===== config.mk =====
export PLATFORM = sky130hd
export DESIGN_NAME = hazard_unit_flat
export DESIGN_NICKNAME = d
export VERILOG_FILES = /design/src/rtl/hazard_unit_pkg.sv /design/src/rtl/hazard_unit_if.sv /design/src/rtl/hazard_unit_forwarding_unit.sv /design/src/rtl/hazard_unit.sv /design/src/flat_wrapper.sv
export SDC_FILE = /design/constraint.sdc
export NUM_CORES = 1
export LEC_CHECK = 0
export CAP_MARGIN = 10
export CORE_MARGIN = 5
export CORE_UTILIZATION = 43
export CTS_BUF_LIST = sky130_fd_sc_hd__clkbuf_8
export DETAILED_ROUTE_END_ITERATION = 16
export GPL_ROUTABILITY_DRIVEN = 0
export HOLD_SLACK_MARGIN = 0.15
export PLACE_DENSITY_LB_ADDON = 0.08
export SLEW_MARGIN = 20
export SYNTH_ARGS = -nofsm -noshare
export SYNTH_HDL_FRONTEND = slang
export SYNTH_SLANG_ARGS = --single-unit
export TNS_END_PERCENT = 20

===== constraint.sdc =====
create_clock -name clk -period 2.9 [get_ports clk]
set_clock_uncertainty 0.05 [all_clocks]
set_input_delay 0.29 -clock clk [delete_from_list [all_inputs] [get_ports clk]]
set_output_delay 0.29 -clock clk [all_outputs]
set_load 0.05 [all_outputs]

===== src/rtl/hazard_unit_pkg.sv =====
// hazard_unit_pkg: shared hazard-unit types and the forwarding select helper
package hazard_unit_pkg;
  typedef enum logic [1:0] {RUN, MEM_WAIT, ERR} hazard_state_t;
  typedef enum logic [1:0] {FWD_RF = 2'b00, FWD_WB = 2'b01, FWD_MEM = 2'b10} fwd_sel_t;
  // EX/MEM wins over MEM/WB; x0 is never forwarded
  function automatic fwd_sel_t fwd_pick(input logic [4:0] rs, input logic [4:0] mem_rd,
                                        input logic mem_we, input logic [4:0] wb_rd,
                                        input logic wb_we);
    return (mem_we && mem_rd != 5'd0 && mem_rd == rs) ? FWD_MEM :
           (wb_we && wb_rd != 5'd0 && wb_rd == rs) ? FWD_WB : FWD_RF;
  endfunction
endpackage


===== src/rtl/hazard_unit_if.sv =====
// hazard_unit_if: pipeline-side signals of the hazard unit (perf counters under HAZARD_UNIT_PERF_EN)
interface hazard_unit_if;
  import hazard_unit_pkg::*;
  logic [4:0] id_rs1, id_rs2, ex_rs1, ex_rs2, ex_rd, mem_rd, wb_rd;
  logic       ex_mem_read, mem_reg_write, wb_reg_write, branch_taken, mem_req, mem_ready;
  logic       pc_write, if_id_write, if_id_flush, id_ex_flush, pipe_hold, mem_error;
  fwd_sel_t   fwd_a, fwd_b;
`ifdef HAZARD_UNIT_PERF_EN
  logic [31:0] stall_cycles, flush_count;
`endif
  modport master (
    output id_rs1, id_rs2, ex_rs1, ex_rs2, ex_rd, mem_rd, wb_rd,
    output ex_mem_read, mem_reg_write, wb_reg_write, branch_taken, mem_req, mem_ready,
    input  pc_write, if_id_write, if_id_flush, id_ex_flush, pipe_hold, mem_error, fwd_a, fwd_b
`ifdef HAZARD_UNIT_PERF_EN
    , input stall_cycles, flush_count
`endif
  );
  modport slave (
    input  id_rs1, id_rs2, ex_rs1, ex_rs2, ex_rd, mem_rd, wb_rd,
    input  ex_mem_read, mem_reg_write, wb_reg_write, branch_taken, mem_req, mem_ready,
    output pc_write, if_id_write, if_id_flush, id_ex_flush, pipe_hold, mem_error, fwd_a, fwd_b
`ifdef HAZARD_UNIT_PERF_EN
    , output stall_cycles, flush_count
`endif
  );
endinterface


===== src/rtl/hazard_unit_forwarding_unit.sv =====
// forwarding_unit: combinational ALU operand source selection
module forwarding_unit import hazard_unit_pkg::*; (
  input  logic [4:0] i_ex_rs1,
  input  logic [4:0] i_ex_rs2,
  input  logic [4:0] i_mem_rd,
  input  logic       i_mem_reg_write,
  input  logic [4:0] i_wb_rd,
  input  logic       i_wb_reg_write,
  output fwd_sel_t   o_fwd_a,
  output fwd_sel_t   o_fwd_b
);
  assign o_fwd_a = fwd_pick(i_ex_rs1, i_mem_rd, i_mem_reg_write, i_wb_rd, i_wb_reg_write);
  assign o_fwd_b = fwd_pick(i_ex_rs2, i_mem_rd, i_mem_reg_write, i_wb_rd, i_wb_reg_write);
endmodule


===== src/rtl/hazard_unit.sv =====
// hazard_unit: load-use/branch/memory-wait stall control and forwarding; HAZARD_UNIT_PERF_EN adds perf counters
module hazard_unit import hazard_unit_pkg::*; #(
  parameter int MEM_TIMEOUT = 16
) (
  input logic         clk,
  input logic         rst,
  hazard_unit_if.slave hif
);
  hazard_state_t r_state;
  logic [7:0]    r_wait_cnt;
  fwd_sel_t      w_fwd_a, w_fwd_b;
  logic          w_run, w_mem_stall, w_load_use, w_timeout, w_pc_write, w_if_id_flush;

  forwarding_unit u_fwd (
    .i_ex_rs1(hif.ex_rs1), .i_ex_rs2(hif.ex_rs2),
    .i_mem_rd(hif.mem_rd), .i_mem_reg_write(hif.mem_reg_write),
    .i_wb_rd(hif.wb_rd), .i_wb_reg_write(hif.wb_reg_write),
    .o_fwd_a(w_fwd_a), .o_fwd_b(w_fwd_b)
  );

  assign w_run       = r_state == RUN;
  assign w_mem_stall = !hif.mem_ready && (r_state == MEM_WAIT || (w_run && hif.mem_req));
  assign w_load_use  = w_run && !w_mem_stall && hif.ex_mem_read && hif.ex_rd != 5'd0 &&
                       (hif.ex_rd == hif.id_rs1 || hif.ex_rd == hif.id_rs2);
  assign w_timeout   = r_state == MEM_WAIT && !hif.mem_ready && r_wait_cnt == 8'(MEM_TIMEOUT - 1);
  assign w_pc_write    = rst && !w_mem_stall && !w_load_use;
  assign w_if_id_flush = rst && w_run && !w_mem_stall && !w_load_use && hif.branch_taken;

  assign hif.pc_write    = w_pc_write;
  assign hif.if_id_write = w_pc_write;
  assign hif.if_id_flush = w_if_id_flush;
  assign hif.id_ex_flush = rst && w_load_use;
  assign hif.pipe_hold   = rst && w_mem_stall;
  assign hif.mem_error   = rst && r_state == ERR;
  assign hif.fwd_a       = rst ? w_fwd_a : FWD_RF;
  assign hif.fwd_b       = rst ? w_fwd_b : FWD_RF;

  // memory-wait FSM: ERR lasts one cycle and always returns to RUN
  always_ff @(posedge clk or negedge rst)
    if (!rst) begin
      r_state    <= RUN;
      r_wait_cnt <= '0;
    end else
      case (r_state)
        RUN: if (hif.mem_req && !hif.mem_ready) begin
          r_state    <= MEM_WAIT;
          r_wait_cnt <= '0;
        end
        MEM_WAIT: if (hif.mem_ready) r_state <= RUN;
          else if (w_timeout) r_state <= ERR;
          else r_wait_cnt <= r_wait_cnt + 8'd1;
        default: r_state <= RUN;
      endcase

`ifdef HAZARD_UNIT_PERF_EN
  logic [31:0] r_stall_cycles, r_flush_count;
  // count stalled and flushed cycles, wrapping naturally at 2^32
  always_ff @(posedge clk or negedge rst)
    if (!rst) begin
      r_stall_cycles <= '0;
      r_flush_count  <= '0;
    end else begin
      if (!w_pc_write) r_stall_cycles <= r_stall_cycles + 32'd1;
      if (w_if_id_flush) r_flush_count <= r_flush_count + 32'd1;
    end
  assign hif.stall_cycles = r_stall_cycles;
  assign hif.flush_count  = r_flush_count;
`endif
endmodule

===== src/flat_wrapper.sv =====
// flat-port wrapper written by rule: the top's interface ports become plain ports
module hazard_unit_flat import hazard_unit_pkg::*;
#(
  parameter int MEM_TIMEOUT = 16
)
  (clk, rst, hif_id_rs1, hif_id_rs2, hif_ex_rs1, hif_ex_rs2, hif_ex_rd, hif_mem_rd, hif_wb_rd, hif_ex_mem_read, hif_mem_reg_write, hif_wb_reg_write, hif_branch_taken, hif_mem_req, hif_mem_ready, hif_pc_write, hif_if_id_write, hif_if_id_flush, hif_id_ex_flush, hif_pipe_hold, hif_mem_error, hif_fwd_a, hif_fwd_b);
  hazard_unit_if hif_i ();
  input logic clk;
  input logic rst;
  input wire logic [$bits(hif_i.id_rs1)-1:0] hif_id_rs1;
  input wire logic [$bits(hif_i.id_rs2)-1:0] hif_id_rs2;
  input wire logic [$bits(hif_i.ex_rs1)-1:0] hif_ex_rs1;
  input wire logic [$bits(hif_i.ex_rs2)-1:0] hif_ex_rs2;
  input wire logic [$bits(hif_i.ex_rd)-1:0] hif_ex_rd;
  input wire logic [$bits(hif_i.mem_rd)-1:0] hif_mem_rd;
  input wire logic [$bits(hif_i.wb_rd)-1:0] hif_wb_rd;
  input wire logic [$bits(hif_i.ex_mem_read)-1:0] hif_ex_mem_read;
  input wire logic [$bits(hif_i.mem_reg_write)-1:0] hif_mem_reg_write;
  input wire logic [$bits(hif_i.wb_reg_write)-1:0] hif_wb_reg_write;
  input wire logic [$bits(hif_i.branch_taken)-1:0] hif_branch_taken;
  input wire logic [$bits(hif_i.mem_req)-1:0] hif_mem_req;
  input wire logic [$bits(hif_i.mem_ready)-1:0] hif_mem_ready;
  output wire logic [$bits(hif_i.pc_write)-1:0] hif_pc_write;
  output wire logic [$bits(hif_i.if_id_write)-1:0] hif_if_id_write;
  output wire logic [$bits(hif_i.if_id_flush)-1:0] hif_if_id_flush;
  output wire logic [$bits(hif_i.id_ex_flush)-1:0] hif_id_ex_flush;
  output wire logic [$bits(hif_i.pipe_hold)-1:0] hif_pipe_hold;
  output wire logic [$bits(hif_i.mem_error)-1:0] hif_mem_error;
  output wire logic [$bits(hif_i.fwd_a)-1:0] hif_fwd_a;
  output wire logic [$bits(hif_i.fwd_b)-1:0] hif_fwd_b;
  assign hif_i.id_rs1 = hif_id_rs1;
  assign hif_i.id_rs2 = hif_id_rs2;
  assign hif_i.ex_rs1 = hif_ex_rs1;
  assign hif_i.ex_rs2 = hif_ex_rs2;
  assign hif_i.ex_rd = hif_ex_rd;
  assign hif_i.mem_rd = hif_mem_rd;
  assign hif_i.wb_rd = hif_wb_rd;
  assign hif_i.ex_mem_read = hif_ex_mem_read;
  assign hif_i.mem_reg_write = hif_mem_reg_write;
  assign hif_i.wb_reg_write = hif_wb_reg_write;
  assign hif_i.branch_taken = hif_branch_taken;
  assign hif_i.mem_req = hif_mem_req;
  assign hif_i.mem_ready = hif_mem_ready;
  assign hif_pc_write = hif_i.pc_write;
  assign hif_if_id_write = hif_i.if_id_write;
  assign hif_if_id_flush = hif_i.if_id_flush;
  assign hif_id_ex_flush = hif_i.id_ex_flush;
  assign hif_pipe_hold = hif_i.pipe_hold;
  assign hif_mem_error = hif_i.mem_error;
  assign hif_fwd_a = hif_i.fwd_a;
  assign hif_fwd_b = hif_i.fwd_b;
  hazard_unit #(.MEM_TIMEOUT(MEM_TIMEOUT)) u_core (.clk(clk), .rst(rst), .hif(hif_i));
endmodule

-- After elaboration in Yosys (flattened, before gate mapping)
Index checks and enable logic that the tools add are counted.
- memory bits (read-only): 0
- bits in latches: 0
- memory bits (writable): 0
- register bits after elaboration: 10
- memories: 0
- bitwise operators: 0
- $lt $le $gt $ge: 0
- divide/modulo/power cells: 0
- shift operators: 0
- reductions and logical operators: 36
- eq/ne operators: 13
- add/sub/neg operators: 1
- multiplexer cells: 14
- multipliers: 0
- operators by type and width (cell ; count):
    == test 5 bit ; 6
    logical AND 1 bit ; 24
    2-to-1 mux 8 bit ; 3
    one-hot mux 8 bit (2 select lines) ; 1
    nonzero test 5 bit ; 3
    2-to-1 mux 2 bit ; 7
    adder 8 x 1 -> 8 bit, second input constant ; 1
    == test 8 x 4 -> 1 bit, second input constant ; 1
    != test 2 bit, second input constant ; 3
    one-hot mux 2 bit (2 select lines) ; 1
    AND reduction 4 bit ; 1
    logical NOT 1 bit ; 3
    != test 3 x 2 -> 1 bit, second input constant ; 1
    == test 2 x 1 -> 1 bit, second input constant ; 1
    == test 2 bit, second input constant ; 1
    logical NOT 2 bit ; 1
    logical OR 1 bit ; 2
    2-to-1 mux 1 bit ; 2
    AND reduction 2 bit ; 1
    nonzero test 2 bit ; 1

-- Longest topological paths before layout
Gate-level depths: netlist of run 1.
- depth after elaboration: 12
- mapped depth: 5
- depth with buffers taken out: 5

-- Cells and area by module
A second synthesis of run 1 with hierarchy kept.
- cell total of the unflattened synthesis: 114
- area, all modules: 1017.2 µm²
- modules (own cells, without submodules) (module ; area an instance (µm²) ; cells each ; sequential area each (µm²) ; times used):
    hazard_unit ; 747.0 ; 80 ; 250.2 ; 1
    forwarding_unit ; 270.3 ; 34 ; 0.0 ; 1

-- Worst setup path before layout of run 1
No wires, ideal clock.
- path kind: input port to output port
- start: in hif_mem_rd[1]
- end: out hif_fwd_a[0]
- path buffers: 0
- stages on the path: 4
- data required time: 2.560 ns
- data arrival time: 2.641 ns
- slack: -0.081 ns
- path through: or4_1 o21ai_0 nor4_1 nor4_1
- word-level cells in the longest chain between the ends: 5
- ends and longest elaborated chain (item ; RTL line ; RTL):
    start: declaration ; flat_wrapper.sv:15 ; input wire logic [$bits(hif_i.mem_rd)-1:0] hif_mem_rd;
    nonzero test 5 bit ; hazard_unit_pkg.sv:9 ; return (mem_we && mem_rd != 5'd0 && mem_rd == rs) ? FWD_MEM :
    logical AND 1 bit ; hazard_unit_pkg.sv:9 ;
    logical AND 1 bit * ; hazard_unit_pkg.sv:9 ;
    2-to-1 mux 2 bit * ; hazard_unit_pkg.sv:9 ;
    2-to-1 mux 2 bit * ; hazard_unit.sv:35 ; assign hif.fwd_a = rst ? w_fwd_a : FWD_RF;
    end: declaration ; flat_wrapper.sv:29 ; output wire logic [$bits(hif_i.fwd_a)-1:0] hif_fwd_a;
Mark *: on every way between the ends. The rest lies on a longest branch, timed or not.

-- Worst setup path in the final report of run 1
- start: in hif_mem_rd[1]
- end: out hif_fwd_b[0]
- word-level cells in the longest chain between the ends: 5
- ends and longest elaborated chain (item ; RTL line ; RTL):
    nonzero test 5 bit ; hazard_unit_pkg.sv:9 ;
    logical AND 1 bit ; hazard_unit_pkg.sv:9 ;
    logical AND 1 bit * ; hazard_unit_pkg.sv:9 ;
    2-to-1 mux 2 bit * ; hazard_unit_pkg.sv:9 ;
    2-to-1 mux 2 bit * ; hazard_unit.sv:36 ; assign hif.fwd_b = rst ? w_fwd_b : FWD_RF;
    end: declaration ; flat_wrapper.sv:30 ; output wire logic [$bits(hif_i.fwd_b)-1:0] hif_fwd_b;
Marked as above.

==> summary.txt, run 1 <==
Setup slack after placement: 0.238 ns
Synthesized instance count: 114
Drt first-iter violations: 28
Clock Tree Root: clkbuf_8
Leakage Power: 0.000618 uW
Final sum of negative setup slack: 0 ns
CTS resizes: 0
Hold/Removal Path Class: input port to asynchronous set/reset pin
Number of clock buffers inserted by TritonCTS: 3
Buffers on Ports: 52
Max-cap violation count: 0
Area share of xor/xnor cells in the synthesized design: 29.6%
Std-Cell Rows: 17
Finished Cell Area: 1610 um2
Total via count after detailed routing: 1063
Maximum vdd ir drop: 337 uV
Global route total overflow: 0
Area after detailed placement: 1560 um2
Predominant post-synthesis flop cell: dfrtp_1
Die height: 57.7 um
Mean post-synth cell area: 8.57 um2
R2r worst-path depth: 5
Cell taking the most area after synthesis: dfrtp_1
DRT antenna net count: 0
Die Width: 57.7 um
Clk Latency, worst-skew pair: 0.23 ns
Antenna violations before repair: 0
Portion of the post-synthesis area used by sequential elements: 25.6%
Reg-to-Reg End: u_core.r_wait_cnt[5]
Per-cell via count in the routed design: 5.34
Unrepaired setup endpoints after global routing: false
Multiplexer share of the synthesized area: 0%
Number of remaining DRC errors: 0
Number of global-route vias before repair: 1106
Reg-to-reg critical path startpoint: u_core.r_wait_cnt[0]
Hold violation count in the final report: 0
Endpoint required time on the critical path: 2.56 ns
Cell types with the highest counts after synthesis: xnor2_1, xor2_1, dfrtp_1
Placed cell count: 195
Fraction of layout instances using a drive strength above 1: 9.94%
Crit path setup slack, layout: 0.231 ns
Maximum achievable frequency: 0.375 GHz
Syn_nets: 158
Clock sink count: 10
Core Region: 2190 um2
Final routed wire length divided by cell count: 15.1 um
Worst reg-to-reg setup slack: 1.19 ns
CTS clock-pin slew for the worst setup and hold paths: 0.05 ns
Share of synthesized registers carrying an async set or reset: 100%
Largest family of logic cells by synthesized area: simple AND/OR/NAND/NOR gates
Critical-path maximum fanout: 3
Antenna cell count: 0
Worst path arrival time: 2.33 ns
Most numerous cell in the Yosys netlist: xnor2_1
Wirelength, routed: 3.01 mm
Post CTS Setup Buffer Count: 0
Fraction of the cycle the final worst path needs: 92.0%
Result of the run: finished clean
CTS H-tree depth: 1
Deepest clock path buffer count: 2
Class of the most critical setup path: input port to output pin
Hold-fix buffers at CTS: 0
Initial core utilization: 44.6%
Post-layout min period: 2.67 ns
Synth-to-Final Area Change: 64.9%
Yosys top cell area share: 25.6%
Ranking of synthesized cells by area: dfrtp_1, xnor2_1, xor2_1
Final core utilization: 73.6%
Final setup violation count: 0
First-pass GRT wire length: 5.00 mm
Number of iterations in the first detailed-routing pass: 4
Number of unique standard cell types used by synthesis: 29
Number of top-level pins: 53
First element of the critical path: hif_mem_rd[1]
Post-layout nets: 216
Slew at the pin with the worst max-slew slack: 0.519 ns
Adder and majority cell fraction of the synthesized area: 1.28%
Power per Cell Area: 328 nW/um2
Number of synthesized register bits: 10
Capturing element type of the critical path: output pin
Pin count of the biggest net entering global routing: 18
Share of synthesized cell area in and, or, nand and nor gates: 31.5%
DPL Wire Length: 2.51 mm
Final-report max-slew violation count: 0
Synthesized-area fraction occupied by ao, oa, aoi and oai cells: 10.5%
Total GRT Usage: 18.7%
Kind of start point of the critical path: input port
Ys Warns: 0
Die area: 3330 um2
Max_slew headroom: 65.1%
TritonCTS clock tree: yes
Post-synthesis instance area: 977 um2
Number of enable-type register cells in the synthesized netlist: 0
Finished Layout Cells: 199
## routing by layer
metal | vias to the layer above | GRT usage [%] | wire length (um)
met5 | - | 0 | 0
met4 | 0 | 5.96 | 12
met2 | 43 | 32.4 | 1470
li1 | 528 | - | -
met1 | 490 | 23.4 | 1310
met3 | 2 | 3.56 | 217
## state kept, by name (all words and copies together), names as in the netlist
name / count
u_core.r_state: 2
u_core.r_wait_cnt: 8
## worst max-delay path, cell delays in order
cell             delay [ns]
clkdlybuf4s50_1        0.47
or4_1                  0.52
o21ai_0                0.22
nor4_1                 0.11
nor4_1                 0.51
buf_12                 0.21
## per-stage QoR
stage	hold slack [ns]	power, uW
after floorplan	-0.0556	258
after global placement	0.462	355
after detailed placement	0.475	360
after CTS	0.398	539
after global routing	0.394	569
final	0.395	529
## placed cells by master, fill, tap and decap left out, types with 3 or more instances in the layout
cell type         n
o21ai_0           4
clkdlybuf4s50_1  46
dfrtp_1          10
or4_1             6
a21oi_1           6
nand4_1           3
nand2_1           6
buf_4             6
xor2_1           15
nand3_1           9
xnor2_1          18
clkbuf_8          4
nor4_1            4
nor2_1            7
nor3_1            3
## how the worst max path moves through the flow
stage              endpoint  slack [ns]
2_1_floorplan  hif_fwd_b[0]       -0.08
3_3_place_gp   hif_fwd_b[0]        0.31
3_5_place_dp   hif_fwd_b[0]        0.24
4_1_cts        hif_fwd_b[0]        0.24
5_1_grt        hif_fwd_b[0]        0.12
6_report       hif_fwd_b[0]        0.23
## kinds of logic (layout without fill, tap and decap cells)
family / after synthesis / after routing
AND/OR/NAND/NOR: 51 / 51
XOR/XNOR: 33 / 33
AO/OA/AOI/OAI: 16 / 16
flip-flops: 10 / 10
buffers and inverters: 3 / 60
adder cells (fa/ha/maj): 1 / 1
## layout make-up
cell class,count,area (um2)
clock buffers,4,55.1
fillers,169,579
inverters,2,7.51
multi-input cells,101,718
flip-flops and latches,10,250
well taps,28,35.0
repair buffers,54,546
## report_power, final
| part | internal, uW | switching, uW | total, uW |
|---|---|---|---|
| registers | 152 | 11.2 | 163 |
| clock network | 119 | 51.8 | 171 |
| logic | 104 | 90.5 | 195 |
| total | 375 | 153 | 529 |
Power figures use the tool's default switching activity.
==> run 2: changes to the inputs <==
--- a/config.mk
+++ b/config.mk
@@ -5,6 +5,7 @@
 export SDC_FILE = /design/constraint.sdc
 export NUM_CORES = 1
 export LEC_CHECK = 0
+export ABC_CLOCK_PERIOD_IN_PS = 2900
 export CAP_MARGIN = 10
 export CORE_MARGIN = 5
 export CORE_UTILIZATION = 43
==> results of run 2 <==
Final layout, timing and power as in run 1 (identical DEF).
